$ cat src/rtl/cla_adder_pipe.sv
// cla_adder_pipe: pipelined carry-lookahead adder/subtractor with valid/ready
// handshakes on both sides. The WIDTH/4 lookahead groups are split evenly over
// STAGES register stages. Each stage resolves its own groups from the carry
// registered by the stage before it, and carries the operand and sum slices
// forward.
// Optional macro CLA_ADDER_FLAGS_EN adds registered zero (z) and negative (n)
// result flags.
module cla_adder_pipe #(
    parameter int unsigned WIDTH  = 32,
    parameter int unsigned STAGES = 2
) (
    input  logic             clk,
    input  logic             rst,
    input  logic             in_valid,
    output logic             in_ready,
    input  logic [WIDTH-1:0] a,
    input  logic [WIDTH-1:0] b,
    input  logic             cin,
    input  logic             sub,
    output logic             out_valid,
    input  logic             out_ready,
    output logic [WIDTH-1:0] s,
    output logic             cout,
    output logic             ovf
`ifdef CLA_ADDER_FLAGS_EN
    ,
    output logic             z,
    output logic             n
`endif
);

    localparam int unsigned NG  = WIDTH / 4;
    localparam int unsigned GPS = NG / STAGES;
    localparam int unsigned SW  = GPS * 4;
    localparam int unsigned NP  = (STAGES > 1) ? STAGES - 1 : 1;
    localparam int unsigned LS  = STAGES - 1;

    logic [STAGES-1:0] vld_q;
    logic [STAGES-1:0] rdy;
    logic [STAGES-1:0] ld;

    logic [WIDTH-1:0]  st_a   [STAGES];
    logic [WIDTH-1:0]  st_b   [STAGES];
    logic [WIDTH-1:0]  st_p   [STAGES];
    logic [STAGES-1:0] st_c;

    logic [WIDTH-1:0]  sum_nx [STAGES];
    logic [WIDTH-1:0]  sum_q  [STAGES];
    logic [STAGES-1:0] c_nx;
    logic [STAGES-1:0] c_q;
    logic [WIDTH-1:0]  a_q    [NP];
    logic [WIDTH-1:0]  b_q    [NP];

    logic              ovf_nx;
    logic              ovf_q;

    for (genvar k = 0; k < STAGES; k++) begin : g_stage
        localparam int unsigned LO = k * SW;

        logic [WIDTH-1:0] sum_d;
        logic             c_d;

        // Stage k can load unless it and everything downstream is full and stalled.
        assign rdy[k] = out_ready || !(&vld_q[LS:k]);

        if (k == 0) begin : g_first
            assign st_a[k] = a;
            assign st_b[k] = sub ? ~b : b;
            assign st_c[k] = cin ^ sub;
            assign st_p[k] = '0;
            assign ld[k]   = rdy[k] && in_valid;
        end else begin : g_next
            assign st_a[k] = a_q[k-1];
            assign st_b[k] = b_q[k-1];
            assign st_c[k] = c_q[k-1];
            assign st_p[k] = sum_q[k-1];
            assign ld[k]   = rdy[k] && vld_q[k-1];
        end

        // Resolve this stage's groups: 4-bit lookahead inside a group, group G/P chained across the stage.
        always_comb begin
            logic [3:0] g;
            logic [3:0] p;
            logic [3:0] c;
            logic       cg;
            g     = '0;
            p     = '0;
            c     = '0;
            sum_d = st_p[k];
            cg    = st_c[k];
            for (int j = 0; j < int'(GPS); j++) begin
                g    = st_a[k][LO + 4*j +: 4] & st_b[k][LO + 4*j +: 4];
                p    = st_a[k][LO + 4*j +: 4] ^ st_b[k][LO + 4*j +: 4];
                c[0] = cg;
                c[1] = g[0] | (p[0] & cg);
                c[2] = g[1] | (p[1] & g[0]) | (p[1] & p[0] & cg);
                c[3] = g[2] | (p[2] & g[1]) | (p[2] & p[1] & g[0]) | (p[2] & p[1] & p[0] & cg);
                sum_d[LO + 4*j +: 4] = p ^ c;
                cg = g[3] | (p[3] & g[2]) | (p[3] & p[2] & g[1]) | (p[3] & p[2] & p[1] & g[0])
                   | ((&p) & cg);
            end
            c_d = cg;
        end

        assign sum_nx[k] = sum_d;
        assign c_nx[k]   = c_d;

        if (k == LS) begin : g_last
            assign ovf_nx = (st_a[k][WIDTH-1] == st_b[k][WIDTH-1]) &&
                            (sum_d[WIDTH-1] != st_a[k][WIDTH-1]);
        end
    end

    // Stage valid bits; an empty upstream stage moves a bubble forward.
    always_ff @(posedge clk or posedge rst) begin
        if (rst) begin
            vld_q <= '0;
        end else begin
            if (rdy[0]) vld_q[0] <= in_valid;
            for (int k = 1; k < int'(STAGES); k++) begin
                if (rdy[k]) vld_q[k] <= vld_q[k-1];
            end
        end
    end

    // Stage data: partial sums, stage carries and unconsumed operands.
    always_ff @(posedge clk or posedge rst) begin
        if (rst) begin
            c_q <= '0;
            for (int k = 0; k < int'(STAGES); k++) sum_q[k] <= '0;
            for (int k = 0; k < int'(NP); k++) begin
                a_q[k] <= '0;
                b_q[k] <= '0;
            end
        end else begin
            for (int k = 0; k < int'(STAGES); k++) begin
                if (ld[k]) begin
                    sum_q[k] <= sum_nx[k];
                    c_q[k]   <= c_nx[k];
                end
            end
            for (int k = 0; k < int'(LS); k++) begin
                if (ld[k]) begin
                    a_q[k] <= st_a[k];
                    b_q[k] <= st_b[k];
                end
            end
        end
    end

    // Result flags, registered with the final sum.
    always_ff @(posedge clk or posedge rst) begin
        if (rst) begin
            ovf_q <= 1'b0;
        end else if (ld[LS]) begin
            ovf_q <= ovf_nx;
        end
    end

`ifdef CLA_ADDER_FLAGS_EN
    logic z_q;
    logic n_q;

    // Zero/negative flags of the final sum.
    always_ff @(posedge clk or posedge rst) begin
        if (rst) begin
            z_q <= 1'b0;
            n_q <= 1'b0;
        end else if (ld[LS]) begin
            z_q <= (sum_nx[LS] == '0);
            n_q <= sum_nx[LS][WIDTH-1];
        end
    end

    assign z = z_q;
    assign n = n_q;
`endif

    assign in_ready  = rdy[0];
    assign out_valid = vld_q[LS];
    assign s         = sum_q[LS];
    assign cout      = c_q[LS];
    assign ovf       = ovf_q;

endmodule
$ cat config.mk
export PLATFORM = sky130hd
export DESIGN_NAME = cla_adder_pipe
export DESIGN_NICKNAME = d
export VERILOG_FILES = /design/src/rtl/cla_adder_pipe.sv
export SDC_FILE = /design/constraint.sdc
export NUM_CORES = 1
export LEC_CHECK = 0
export ABC_AREA = 1
export BUFFER_PORTS_ARGS = -buffer_cell sky130_fd_sc_hd__buf_2
export CAP_MARGIN = 20
export CORE_MARGIN = 1.5
export CORE_UTILIZATION = 35
export CTS_CLUSTER_SIZE = 25
export DETAILED_ROUTE_END_ITERATION = 8
export GPL_ROUTABILITY_DRIVEN = 0
export GPL_TIMING_DRIVEN = 1
export HOLD_SLACK_MARGIN = 0.15
export PLACE_DENSITY = 0.66
export SLEW_MARGIN = 20
export SYNTH_ARGS = -nofsm -noshare
export SYNTH_HDL_FRONTEND = slang
export SYNTH_SLANG_ARGS = --single-unit
$ cat constraint.sdc
create_clock -name clk -period 4.5 [get_ports clk]
set_input_delay 0.9 -clock clk [delete_from_list [all_inputs] [get_ports clk]]
set_output_delay 0.9 -clock clk [all_outputs]
set_load 0.01 [all_outputs]
==> key figures <==
Run status
  • Status: finished, final reports clean

Logic synthesis
  • Cells after synthesis: 582
  • Yosys warning count: 0
  • Synth cell types: 32
  • Post-synth EDFFs: 0
  • Share of the synthesized area in the top cell type: between 40 and 50%
  • Sequential area share after synthesis: 43.6%
  • Ranking of synthesized cells by area: dfrtp_1 (44%), nand2_1 (16%), ha_1 (8.2%)
  • Seq cells post-synth: between 80 and 90
  • Post-synth top area cell: dfrtp_1
  • Post-synth ARST share: between 90% and 100%
  • Post-Syn Area: ~4900 um2
  • Syn_area_per_cell: 8.38 um2
  • Syn nets: 692
  • Main synth FF type: dfrtp_1

Detailed routing
  • Vias per cell: between 4 and 5
  • Router iterations before antenna repair: 4
  • Final wirelength: 10300 um
  • 1st-iter DRT viols: 148
  • Via count: 3869
  • Post-route ant nets: 0
  • # DRC: 0
  • Drt wl/cell: 12.0 um

Timing
  • Worst Tran Pin Value: approximately 950 ps
  • Min setup slack post-route: 1460 ps
  • Slew margin rel.: 36.9%
  • Minimum clock period: 3040 ps
  • TNS Setup: 0 ps
  • Final Hold Fails: 0
  • RSZ-0062 raised after global routing: no
  • Clock Skew: 6.85 ps
  • Max Freq: between 0.3 and 0.4 GHz
  • Setup violators final: 0
  • Max-slew violations: 0
  • Fin crit share: between 60% and 70%

Cells and area
  • Multi-input logic area: about 2500 um2
  • Post-route cell area: 5870 um2
  • Area growth syn-to-layout: 20.4%
  • Register area: 2130 um2
  • Final Util: 43.8%
  • Fill count: 1383
  • Share of post-route cells with drive strength above 1: 21.2%
  • Antenna diode count: 0
  • Nets: 791

Placement
  • Pre-CTS setup slack: 1050 ps
  • DP Area: 5570 um2
  • Detail Placement HPWL: 7480 um
  • PortBufs: 105

Power and ir drop
  • Switching Fraction: 33.0%
  • PD cells: 452 nW/um2
  • P_int: 1.78 mW
  • Max IR drop VDD: 0.199 mV
  • Lkg Pwr: 3.13 nW
  • NetSw: 877 uW
  • Sequential share of power: 40.2%
  • Logic pwr share: roughly a third
  • Clock group share of total power: 28.3%

Setup path
  • Crit path required time: 4700 ps
  • CP dominant cell by count: xor2_1
  • Setup CP Type: in2reg
  • Worst EP arrival: 3240 ps
  • Crit-path slowest cell: buf_4
  • CP Capture Type: flop
  • Max stage delay on crit path: 400 ps
  • Critical Path Start Type: primary input
  • CP top delay family: buffers and inverters
  • Critical path peak fanout: 21
  • CP bufs+invs: 3
  • Worst-path cell chain: buf_2 > buf_4 > xor2_1 > ha_1 > inv_1 > o21bai_1 > a21oi_2 > nand2_4 > fa_1 > xor2_1 > nand2_1 > o21ai_0

Floorplan
  • I/O Pins: around 110
  • Die footprint: 14700 um2
  • Die Ht: 121 um
  • Num rows: 42
  • Die W: between 100 and 150 um
  • Starting Density: 36.4%
  • Core area: 13400 um2

Global route
  • Remaining global-route overflow: 0
  • Initial antenna violation count: 0
  • Global-route wire length before repair: 17400 um
  • Vias in the first global route: 3699
  • GRT Util Overall: 15.1%
  • Largest net degree at the start of global routing: 61

Clock tree
  • Clock transition at the registers of the reported paths: 60 ps
  • Clock sink total: 85
  • Hold_buf cts: 0
  • Clk_lat worst skew: approximately 330 ps
  • Clock Tree Buf Depth: 2
  • H-tree Lvls: 3
  • TritonCTS buffer count: 9
  • Clock Root Buffer: clkbuf_16
  • CTS resizes: 0
  • CTS tree: built
  • Setup Buffers After CTS: 0

Worst hold path
  • Hold Crit Class: reg2reg

Job
  • Max-cap violation count: 0
-- per-stage QoR --
stage / hold WS (ps) / cells / power, mW
2_1_floorplan: 442 / 582 / 1.65
3_3_place_gp: 452 / 846 / 1.91
3_5_place_dp: 455 / 846 / 1.93
4_1_cts: 469 / 860 / 2.70
5_1_grt: 492 / 860 / 2.86
6_report: 466 / 860 / 2.66
-- registers in the layout, summed over array words and instances (netlist names) --
signal,cells
ovf,1
g_stage.sum_d,16
c_q,2
b_q,16
s,32
a_q,16
vld_q,2
-- cells in the mapped netlist, drive strengths merged, types with 4 or more instances --
cell and instances:
nand2 215, dfrtp 85, inv 47, o21ai 42
ha 32, nor2 26, nand3 25, xnor2 25
a21oi 17, xor2 17, clkbuf 12, buf 9
fa 8, nand4 6, a31oi 4
-- worst register-to-register path, stage by stage, from the launching register on --
cell	delay (ps)
dfrtp_1	380
ha_1	360
nand2_1	80
nand2_1	50
nor2_1	120
nand3_2	130
nand2_2	110
nand2_4	70
nand2_4	80
nand2_4	60
fa_1	380
xnor2_1	150
o21ai_0	80
-- cell type report --
class,count,share of cell area [%]
clock buffers,13,4.60
flip-flops and latches,85,36.2
inverters,47,3.05
well taps,176,3.75
clock inverters,1,0.511
multi-input cells,429,42.4
repair buffers,109,9.46
-- power groups by stage --
| stage | clock, mW | combinational (mW) | sequential (mW) |
|---|---|---|---|
| floorplan | 0 | 0.536 | 1.11 |
| global placement | 0 | 0.833 | 1.08 |
| detailed placement | 0 | 0.847 | 1.08 |
| CTS | 0.774 | 0.851 | 1.07 |
| global route | 0.804 | 0.960 | 1.09 |
| finish | 0.752 | 0.836 | 1.07 |
-- cell families after synthesis --
logic type | Yosys count | share of synthesized area, %
compound gates | 70 | 8.00
xor+xnor | 42 | 7.54
fa+ha+maj | 40 | 11.5
buf+inv | 68 | 5.51
flops | 85 | 43.6
simple gates | 277 | 23.9
-- path summary, 6_finish.rpt --
path	start	end	slack (ps)	depth (start not counted)
worst max-delay path	sub	g_stage[1].sum_d[13]$_DFFE_PP0P_	1460	12
worst min-delay path	g_stage[1].sum_d[8]$_DFFE_PP0P_	s[8]$_DFFE_PP0P_	470	2
worst max register to register	a_q[19]$_DFFE_PP0P_	s[29]$_DFFE_PP0P_	2310	12
worst min register to register	g_stage[1].sum_d[8]$_DFFE_PP0P_	s[8]$_DFFE_PP0P_	470	2
max in group asynchronous	rst	a_q[29]$_DFFE_PP0P_	2980	3
min in group asynchronous	rst	vld_q[0]$_DFFE_PP0N_	700	2
-- layout by cell type, fill, tap and decap left out, drive strengths merged --
cell and count:
a211oi 1, a21oi 17, a221oi 1, a22o 1, a31oi 4, and3 1
buf 109, bufinv 1, clkbuf 13, dfrtp 85, fa 8, ha 32
inv 47, nand2 215, nand3 25, nand3b 1, nand4 6, nor2 26
nor3 3, o21a 1, o21ai 42, o21bai 2, o31ai 1, xnor2 25
xor2 17
-- metal layers --
layer / GRT usage [%] / share of wire, % / wire [um] / up-vias
met5: 0 / 0 / 0 / -
met4: 5.81 / 1.8 / 183 / 0
met3: 2.73 / 3.5 / 355 / 17
met2: 23.7 / 46 / 4720 / 72
met1: 20.6 / 49 / 5030 / 1740
li1: - / - / - / 2040
No activity file was read; power rests on OpenSTA's default activity.
